File: src/rtl/regfile_wr_arbiter_if.sv
// Writeback request bundle: one valid/ready handshake plus destination and data per requester.
interface regfile_wr_arbiter_if #(
    parameter int WIDTH   = 32,
    parameter int NUM_REQ = 2,
    parameter int AW      = 3
);
    logic [NUM_REQ-1:0]            req_valid_i;
    logic [NUM_REQ-1:0]            req_ready_o;
    logic [NUM_REQ-1:0][AW-1:0]    req_addr_i;
    logic [NUM_REQ-1:0][WIDTH-1:0] req_data_i;

    modport master (
        output req_valid_i,
        output req_addr_i,
        output req_data_i,
        input  req_ready_o
    );

    modport slave (
        input  req_valid_i,
        input  req_addr_i,
        input  req_data_i,
        output req_ready_o
    );
endinterface

File: src/rtl/regfile_wr_arbiter.sv
// Round-robin arbiter for the single regfile write port, with a registered write
// command and a per-register pending-write scoreboard for issue stalls.
module regfile_wr_arbiter #(
    parameter int WIDTH    = 32,
    parameter int DEPTH    = 8,
    parameter int NUM_REQ  = 2,
    parameter bit ZERO_REG = 1'b1,
    localparam int AW      = $clog2(DEPTH)
) (
    input  logic                 clk_i,
    input  logic                 rst_ni,
    regfile_wr_arbiter_if.slave  rq,
    input  logic                 rsv_en_i,
    input  logic [AW-1:0]        rsv_addr_i,
    input  logic                 flush_i,
    output logic [DEPTH-1:0]     busy_o,
    output logic                 rf_wr_en_o,
    output logic [AW-1:0]        rf_wr_addr_o,
    output logic [WIDTH-1:0]     rf_wr_data_o
);
    localparam int PW = $clog2(NUM_REQ);

    logic [PW-1:0]      ptr_q;
    logic [PW-1:0]      ptr_next;
    logic [PW-1:0]      gidx;
    logic               gvld;
    logic [NUM_REQ-1:0] grant;
    logic [AW-1:0]      gaddr;
    logic [WIDTH-1:0]   gdata;
    logic [DEPTH-1:0]   busy_q;
    logic [DEPTH-1:0]   busy_next;
    logic               wr_en_p1;
    logic [AW-1:0]      wr_addr_p1;
    logic [WIDTH-1:0]   wr_data_p1;

    // Search upward from the pointer, wrapping; flush and reset suppress any grant.
    always_comb begin
        int idx;
        idx   = 0;
        gidx  = '0;
        gvld  = 1'b0;
        grant = '0;
        for (int k = 0; k < NUM_REQ; k++) begin
            idx = int'(ptr_q) + k;
            if (idx >= NUM_REQ) idx = idx - NUM_REQ;
            if (!gvld && rq.req_valid_i[idx]) begin
                gvld = 1'b1;
                gidx = PW'(idx);
            end
        end
        if (flush_i || !rst_ni) gvld = 1'b0;
        if (gvld) grant[gidx] = 1'b1;
    end

    assign rq.req_ready_o = grant;
    assign gaddr    = rq.req_addr_i[gidx];
    assign gdata    = rq.req_data_i[gidx];
    assign ptr_next = (gidx == PW'(NUM_REQ - 1)) ? '0 : gidx + 1'b1;

    // Clear first so a same-edge reservation of the granted register wins.
    always_comb begin
        busy_next = busy_q;
        if (gvld) busy_next[gaddr] = 1'b0;
        if (rsv_en_i && !(ZERO_REG && rsv_addr_i == '0)) busy_next[rsv_addr_i] = 1'b1;
        if (ZERO_REG) busy_next[0] = 1'b0;
    end

    // Stage p1: registered write command and scoreboard state
    always_ff @(posedge clk_i or negedge rst_ni) begin
        if (!rst_ni) begin
            ptr_q      <= '0;
            busy_q     <= '0;
            wr_en_p1   <= 1'b0;
            wr_addr_p1 <= '0;
            wr_data_p1 <= '0;
        end else if (flush_i) begin
            ptr_q    <= '0;
            busy_q   <= '0;
            wr_en_p1 <= 1'b0;
        end else begin
            busy_q   <= busy_next;
            wr_en_p1 <= gvld && !(ZERO_REG && gaddr == '0);
            if (gvld) begin
                ptr_q      <= ptr_next;
                wr_addr_p1 <= gaddr;
                wr_data_p1 <= gdata;
            end
        end
    end

    assign busy_o       = busy_q;
    assign rf_wr_en_o   = wr_en_p1;
    assign rf_wr_addr_o = wr_addr_p1;
    assign rf_wr_data_o = wr_data_p1;
endmodule

File: src/flat_wrapper.sv
// flat-port wrapper written by rule: the top's interface ports become plain ports
module regfile_wr_arbiter_flat 
#(
    parameter int WIDTH    = 32,
    parameter int DEPTH    = 8,
    parameter int NUM_REQ  = 2,
    parameter bit ZERO_REG = 1'b1,
    localparam int AW      = $clog2(DEPTH)
)
  (clk_i, rst_ni, rsv_en_i, rsv_addr_i, flush_i, busy_o, rf_wr_en_o, rf_wr_addr_o, rf_wr_data_o, rq_req_valid_i, rq_req_addr_i, rq_req_data_i, rq_req_ready_o);
  regfile_wr_arbiter_if #(.WIDTH(WIDTH), .NUM_REQ(NUM_REQ)) rq_i ();
  input  logic clk_i;
  input  logic rst_ni;
  input  logic rsv_en_i;
  input  logic [AW-1:0] rsv_addr_i;
  input  logic flush_i;
  output logic [DEPTH-1:0] busy_o;
  output logic rf_wr_en_o;
  output logic [AW-1:0] rf_wr_addr_o;
  output logic [WIDTH-1:0] rf_wr_data_o;
  input wire logic [$bits(rq_i.req_valid_i)-1:0] rq_req_valid_i;
  input wire logic [$bits(rq_i.req_addr_i)-1:0] rq_req_addr_i;
  input wire logic [$bits(rq_i.req_data_i)-1:0] rq_req_data_i;
  output wire logic [$bits(rq_i.req_ready_o)-1:0] rq_req_ready_o;
  assign rq_i.req_valid_i = rq_req_valid_i;
  assign rq_i.req_addr_i = rq_req_addr_i;
  assign rq_i.req_data_i = rq_req_data_i;
  assign rq_req_ready_o = rq_i.req_ready_o;
  regfile_wr_arbiter #(.WIDTH(WIDTH), .DEPTH(DEPTH), .NUM_REQ(NUM_REQ), .ZERO_REG(ZERO_REG)) u_core (.clk_i(clk_i), .rst_ni(rst_ni), .rq(rq_i), .rsv_en_i(rsv_en_i), .rsv_addr_i(rsv_addr_i), .flush_i(flush_i), .busy_o(busy_o), .rf_wr_en_o(rf_wr_en_o), .rf_wr_addr_o(rf_wr_addr_o), .rf_wr_data_o(rf_wr_data_o));
endmodule
File: config.mk
export PLATFORM = sky130hd
export DESIGN_NAME = regfile_wr_arbiter_flat
export DESIGN_NICKNAME = d
export VERILOG_FILES = /design/src/rtl/regfile_wr_arbiter_if.sv /design/src/rtl/regfile_wr_arbiter.sv /design/src/flat_wrapper.sv
export SDC_FILE = /design/constraint.sdc
export NUM_CORES = 1
export LEC_CHECK = 0
export BUFFER_PORTS_ARGS = -buffer_cell sky130_fd_sc_hd__buf_2
export CORE_ASPECT_RATIO = 1.75
export CORE_MARGIN = 2
export CORE_UTILIZATION = 30
export CTS_CLUSTER_SIZE = 28
export DETAILED_ROUTE_END_ITERATION = 8
export MAX_ROUTING_LAYER = met4
export PLACE_DENSITY = 0.67
export SYNTH_ARGS = -nofsm -noshare
export SYNTH_HDL_FRONTEND = slang
export SYNTH_SLANG_ARGS = --single-unit
File: constraint.sdc
create_clock -name clk_i -period 1.8 [get_ports clk_i]
set_clock_uncertainty 0.1 [all_clocks]
set_input_delay 0.36 -clock clk_i [delete_from_list [all_inputs] [get_ports clk_i]]
set_output_delay 0.36 -clock clk_i [all_outputs]
set_load 0.02 [all_outputs]
==> metrics.txt, run 1 <==
CP Buf/Inv Count 1; Max clock buf depth 2; routed wire length 6141 um; Hold Crit Class input pin to async pin; Port Buffers about 120; Fmax 0.5996 GHz; Die Wd 71.49 um; Worst Tran Pin Value 0.5661 ns; area of the multi-input gates 1124 um^2; peak supply drop 0.4703 mV; filler instances between 800 and 900; Hold Vio Cnt, Final 0; Final period util 0.9266; P per Cell Area 899.4 nW/um^2; share of cells above drive strength 1 0.4011; status finished clean; pre-CTS WS 0.2302 ns; initial antenna violation count 0; die area slightly below 9000 um^2; PostCTS Resize Cnt 0; placed cells 440; Max FO, Critical Path 7; Critical Path RT 1.34 ns; part of the Yosys area used for sequential elements 0.4605; Sink Count 44; vias per cell 4.804; P&R area growth vs syn 34.01%; H-tree depth 2; Post-synth EDFFs 0; Synth Instances 241; average routed wire per standard cell about 14 um; most frequent cell after synthesis nand2_1; DRC 0; Clock Pin Slew Worst Setup and Hold Paths 0.06 ns; crit start category flop; initial drt markers 69; CTS tree yes; # nets final 437; Syn Area/Cell 9.921 um^2; first-pass GRT wire length 9646 um; CP Cell Sequence nand2b_4 -> nand2_8 -> nor2_1 -> buf_2; Total GRT Usage 0.1428; filler-free cell count of the finished design ~450; # Post-CTS Setup Buffers 0; Final Util 0.4079; Critical Path AT about 1.2 ns; overall power 2.882 mW; clock latency on the worst-skew pair 0.28 ns; # setup viols final 0; Crit. End Element output port; total CTS buffers 5; Max-Cap Viols 0; crit path max-delay cell type dfrtp_1; Placer Congestion 0.8046; Cell variety after synth 33; syn nets 320; Top FF cell, synth dfrtp_1; vias in the first global route 2006; Leak ~1.8 nW; hpwl dp 4735 um; flops & latches, synth between 40 and 50; DIE HEIGHT 122.1 um; I/O Pins 125; largest net degree at the start of global routing 44; Storage cell area 1101 um^2; gr ovfl total 0; antenna-violating nets left 0; highest cell delay on the worst timing path 0.38 ns; max-slew violations 0; Starting Density 0.3044; First-pass DRT Iterations 4; CP delay by family, top flip-flops; ys async rst share 1.000; Vias roughly 2200; root buffer cell clkbuf_16; top cells by count, synth nand2_1 (46), dfrtp_1 (44), mux2i_1 (42); Ys Warns 0; antenna diode count 0; Mapped Area 2391 um^2; final worst slack 0.1322 ns; Fin Setup TNS 0 ns; Synth area leader dfrtp_1; cell row count 43; crit path kind flop to output port; Tmin final about 1.7 ns; Slew HR 0.6226; Core ar. 7855 um^2; Synth top area share 0.4605; RSZ-0062 raised after global routing no; synth top area cells dfrtp_1 (46%), mux2i_1 (18%), nand2_1 (7.2%), o21ai_1 (6.5%), nand3b_1 (2.5%)
[per-layer routing]
metal / wire [um] / vias up / GRT usage
li1: - / 1079 / -
met1: 2407 / 1001 / 0.1655
met2: 3340 / 70 / 0.2558
met3: 304 / 7 / 0.01075
met4: 90 / 0 / 0.04953
met5: 0 / - / -
[kinds of logic after synthesis]
logic type / after synthesis / share of synthesized area
AO/OA/AOI/OAI: 55 / 0.1381
buffers and inverters: 24 / 0.06959
flip-flops: 44 / 0.4605
multiplexers: 42 / 0.1758
other: 1 / 0.001568
AND/OR/NAND/NOR: 75 / 0.1544
[stage by stage]
step / hold WS, ns / area, um^2
after floorplan: -0.03559 / 2391
after global placement: 0.1028 / 3045
after global routing: 0.2618 / 3204
after detailed placement: 0.09898 / 3045
after CTS: 0.2279 / 3204
final: 0.2001 / 3204
[power by group]
| group | switching [mW] | internal, mW | leakage (nW) | total (mW) |
|---|---|---|---|---|
| logic | 0.476 | 0.305 | 1.15 | 0.782 |
| clock network | 0.362 | 0.547 | 0.0766 | 0.909 |
| registers | 0.0637 | 1.13 | 0.558 | 1.19 |
[path summary, 6_finish.rpt]
check	end	slack (ns)	startpoint	cells after the start
setup / recovery	rq_req_ready_o[1]	0.13	u_core.ptr_q	4
setup reg to reg	u_core.busy_o[1]	0.34	u_core.ptr_q	5
min in group clk_i	u_core.rf_wr_data_o[8]	0.25	rq_req_data_i[40]	3
hold / removal	u_core.rf_wr_data_o[3]	0.20	rst_ni	2
hold reg to reg	u_core.rf_wr_data_o[7]	0.38	u_core.rf_wr_data_o[7]	2
max in group asynchronous	u_core.rf_wr_data_o[24]	1.01	rst_ni	2
[layout make-up]
cell class	count	share of cell area
multi-input cells	173	0.3506
flip-flops and latches	44	0.3436
repair buffers	132	0.2218
clock buffers	6	0.04334
well taps	90	0.03514
clock inverters	2	0.003124
inverters	2	0.002343
[registers in the layout, summed over array words and instances (netlist names)]
register / count
u_core.rf_wr_en_o: 1
u_core.ptr_q: 1
u_core.rf_wr_addr_o: 3
u_core.rf_wr_data_o: 32
u_core.busy_o: 7
[layout by cell type, fill, tap and decap left out]
cell type / instances
a41oi_1: 2
buf_4: 6
o21ai_0: 5
nor2b_1: 3
nor4_1: 1
nand2b_1: 3
nor3_1: 2
clkinv_2: 2
inv_2: 1
mux2i_1: 42
dfrtp_1: 44
a31oi_1: 8
a211oi_1: 4
a311oi_1: 1
or3_1: 1
o211ai_4: 1
buf_12: 2
nor2_1: 5
conb_1: 1
nand2_1: 46
inv_1: 1
nand4b_1: 1
nand2b_4: 1
dlygate4sd3_1: 1
nand2_8: 1
clkbuf_8: 1
o21ai_1: 31
nand3_1: 3
a21oi_1: 2
nand3b_1: 8
clkbuf_16: 5
a211oi_2: 1
buf_2: 123
[timing repair]
action | CTS | global route
endpoints found under the setup margin | 0 | 0
hold endpoints to repair | 1 | 0
hold buffers | 1 | 0
(Power assumes the default switching activity.)
==> inputs of run 2 (changes only) <==
- CTS_BUF_LIST: not set -> sky130_fd_sc_hd__clkbuf_8
==> run 2 against run 1 <==
Compared with the run above: cell area is 1.8% lower; global-route usage grew 0.14 points; first-iteration DRC count rose by 4.3%.
==> metrics.txt, run 2 (synthesized netlist as in run 1, its figures left out) <==
initial antenna violation count 0 (unchanged); Max FO, Critical Path 7 (unchanged); Core ar. 7855 um^2 (unchanged); Worst Tran Pin Value 0.5656 ns (was 0.5661 ns); gr ovfl total 0 (unchanged); filler-free cell count of the finished design 449 (unchanged); Slew HR 0.6229 (was 0.6226); # nets final 437 (unchanged); Sink Count 44 (unchanged); PostCTS Resize Cnt 0 (unchanged); Hold Vio Cnt, Final 0 (unchanged); Clock Pin Slew Worst Setup and Hold Paths 0.09 ns (was 0.06 ns); Max-Cap Viols 0 (unchanged); status finished clean (unchanged); hpwl dp 4735 um (unchanged); share of cells above drive strength 1 0.4011 (unchanged); crit path kind flop to output port (unchanged); CP delay by family, top flip-flops (unchanged); Max clock buf depth 2 (unchanged); commonest non-fill, non-tap cell in the layout buf_2 (unchanged); vias in the first global route 2002 (was 2006); # setup viols final 0 (unchanged); crit start category flop (unchanged); max reg flops 32 (unchanged); antenna-violating nets left 0 (unchanged); CP Buf/Inv Count 1 (unchanged); clock latency on the worst-skew pair 0.29 ns (was 0.28 ns); P per Cell Area 830.6 nW/um^2 (was 899.4 nW/um^2); die area 8728 um^2 (unchanged); CP Cell Sequence nand2b_4 -> nand2_8 -> nor2_1 -> buf_2 (unchanged); DIE HEIGHT 122.1 um (unchanged); peak supply drop 0.3806 mV (was 0.4703 mV); cell row count 43 (unchanged); design area 3148 um^2 (was 3204 um^2); total CTS buffers 5 (unchanged); Fin Setup TNS 0 ns (unchanged); most frequent cells in the layout buf_2 (123), nand2_1 (46), dfrtp_1 (44) (unchanged); vias per cell 4.784 (was 4.804); P&R area growth vs syn 31.66% (was 34.01%); initial drt markers 72 (was 69); # Post-CTS Setup Buffers 0 (unchanged); Placer Congestion 0.8046 (unchanged); I/O Pins 125 (unchanged); Placed Instance Area 3045 um^2 (unchanged); max-slew violations 0 (unchanged); Critical Path AT 1.23 ns (was 1.21 ns); Hold Crit Class input pin to async pin (unchanged); Vias 2148 (was 2157); Starting Density 0.3044 (unchanged); Tmin final 1.694 ns (was 1.668 ns); placed cells 440 (unchanged); Port Buffers 123 (unchanged); Total GRT Usage 0.1442 (was 0.1428); First-pass DRT Iterations 4 (unchanged); highest cell delay on the worst timing path 0.39 ns (was 0.38 ns); H-tree depth 2 (unchanged); average routed wire per standard cell 13.68 um (about the same); routed wire length 6142 um (was 6141 um); Die Wd 71.49 um (unchanged); Leak 1.756 nW (was 1.782 nW); CTS tree yes (unchanged); RSZ-0062 raised after global routing no (unchanged); first-pass GRT wire length 9694 um (was 9646 um); root buffer cell clkbuf_8 (was clkbuf_16); DRC 0 (unchanged); Fmax 0.5902 GHz (was 0.5996 GHz); Crit. End Element output port (unchanged); antenna diode count 0 (unchanged); Final period util 0.9414 (was 0.9266); crit path max-delay cell type dfrtp_1 (unchanged); Critical Path RT 1.34 ns (about the same); largest net degree at the start of global routing 44 (unchanged)
run 2: cell count changes in the layout (fill, tap and decap cells not counted):
cell,before,now
clkbuf_16,5,0
clkbuf_8,1,6
run 2: path summary, 6_finish.rpt:
path / from / to / slack [ns] / cells after the start
max: u_core.ptr_q / rq_req_ready_o[1] / 0.11 / 4
min: rst_ni / u_core.busy_o[6] / 0.18 / 2
max reg2reg: u_core.ptr_q / u_core.busy_o[1] / 0.33 / 5
min reg2reg: u_core.rf_wr_data_o[7] / u_core.rf_wr_data_o[7] / 0.38 / 2
max in group asynchronous: rst_ni / u_core.rf_wr_data_o[24] / 1.02 / 2
min in group clk_i: rq_req_data_i[40] / u_core.rf_wr_data_o[8] / 0.23 / 3
run 2: cell type report:
cell class,count,area [um^2]
Tap cell,90,112.6
Timing Repair Buffer,132,710.7
Sequential cell,44,1101
Fill cell,839,4707
Inverter,2,7.507
Multi-Input combinational cell,173,1124
Clock inverter,2,10.01
Clock buffer,6,82.58
run 2: timing repair:
| action | CTS | global route |
|---|---|---|
| endpoints found under the setup margin | 0 | 0 |
| hold endpoints to repair | 1 | 0 |
| hold buffers | 1 | 0 |
run 2: where the power goes:
group / switching, mW / internal (mW)
clock network: 0.337 / 0.307
registers: 0.0639 / 1.13
logic: 0.476 / 0.305
total: 0.877 / 1.74
run 2: stage by stage:
step / util / hold slack [ns] / setup WS, ns / power, mW
2_1_floorplan: - / -0.03559 / 0.1093 / 1.693
3_3_place_gp: 0.3877 / 0.1028 / 0.2542 / 1.986
3_5_place_dp: 0.3877 / 0.09898 / 0.2302 / 2.008
4_1_cts: 0.4008 / 0.2023 / 0.07897 / 2.670
5_1_grt: 0.4008 / 0.2368 / 0.008939 / 2.792
6_report: 0.4008 / 0.1812 / 0.1055 / 2.615
run 2: routing by layer:
| metal | vias up | wire length (um) | GRT usage |
|---|---|---|---|
| met4 | 0 | 96 | 0.05307 |
| met2 | 66 | 3345 | 0.2564 |
| li1 | 1076 | - | - |
| met3 | 7 | 295 | 0.01323 |
| met1 | 999 | 2404 | 0.1661 |
| met5 | - | 0 | - |
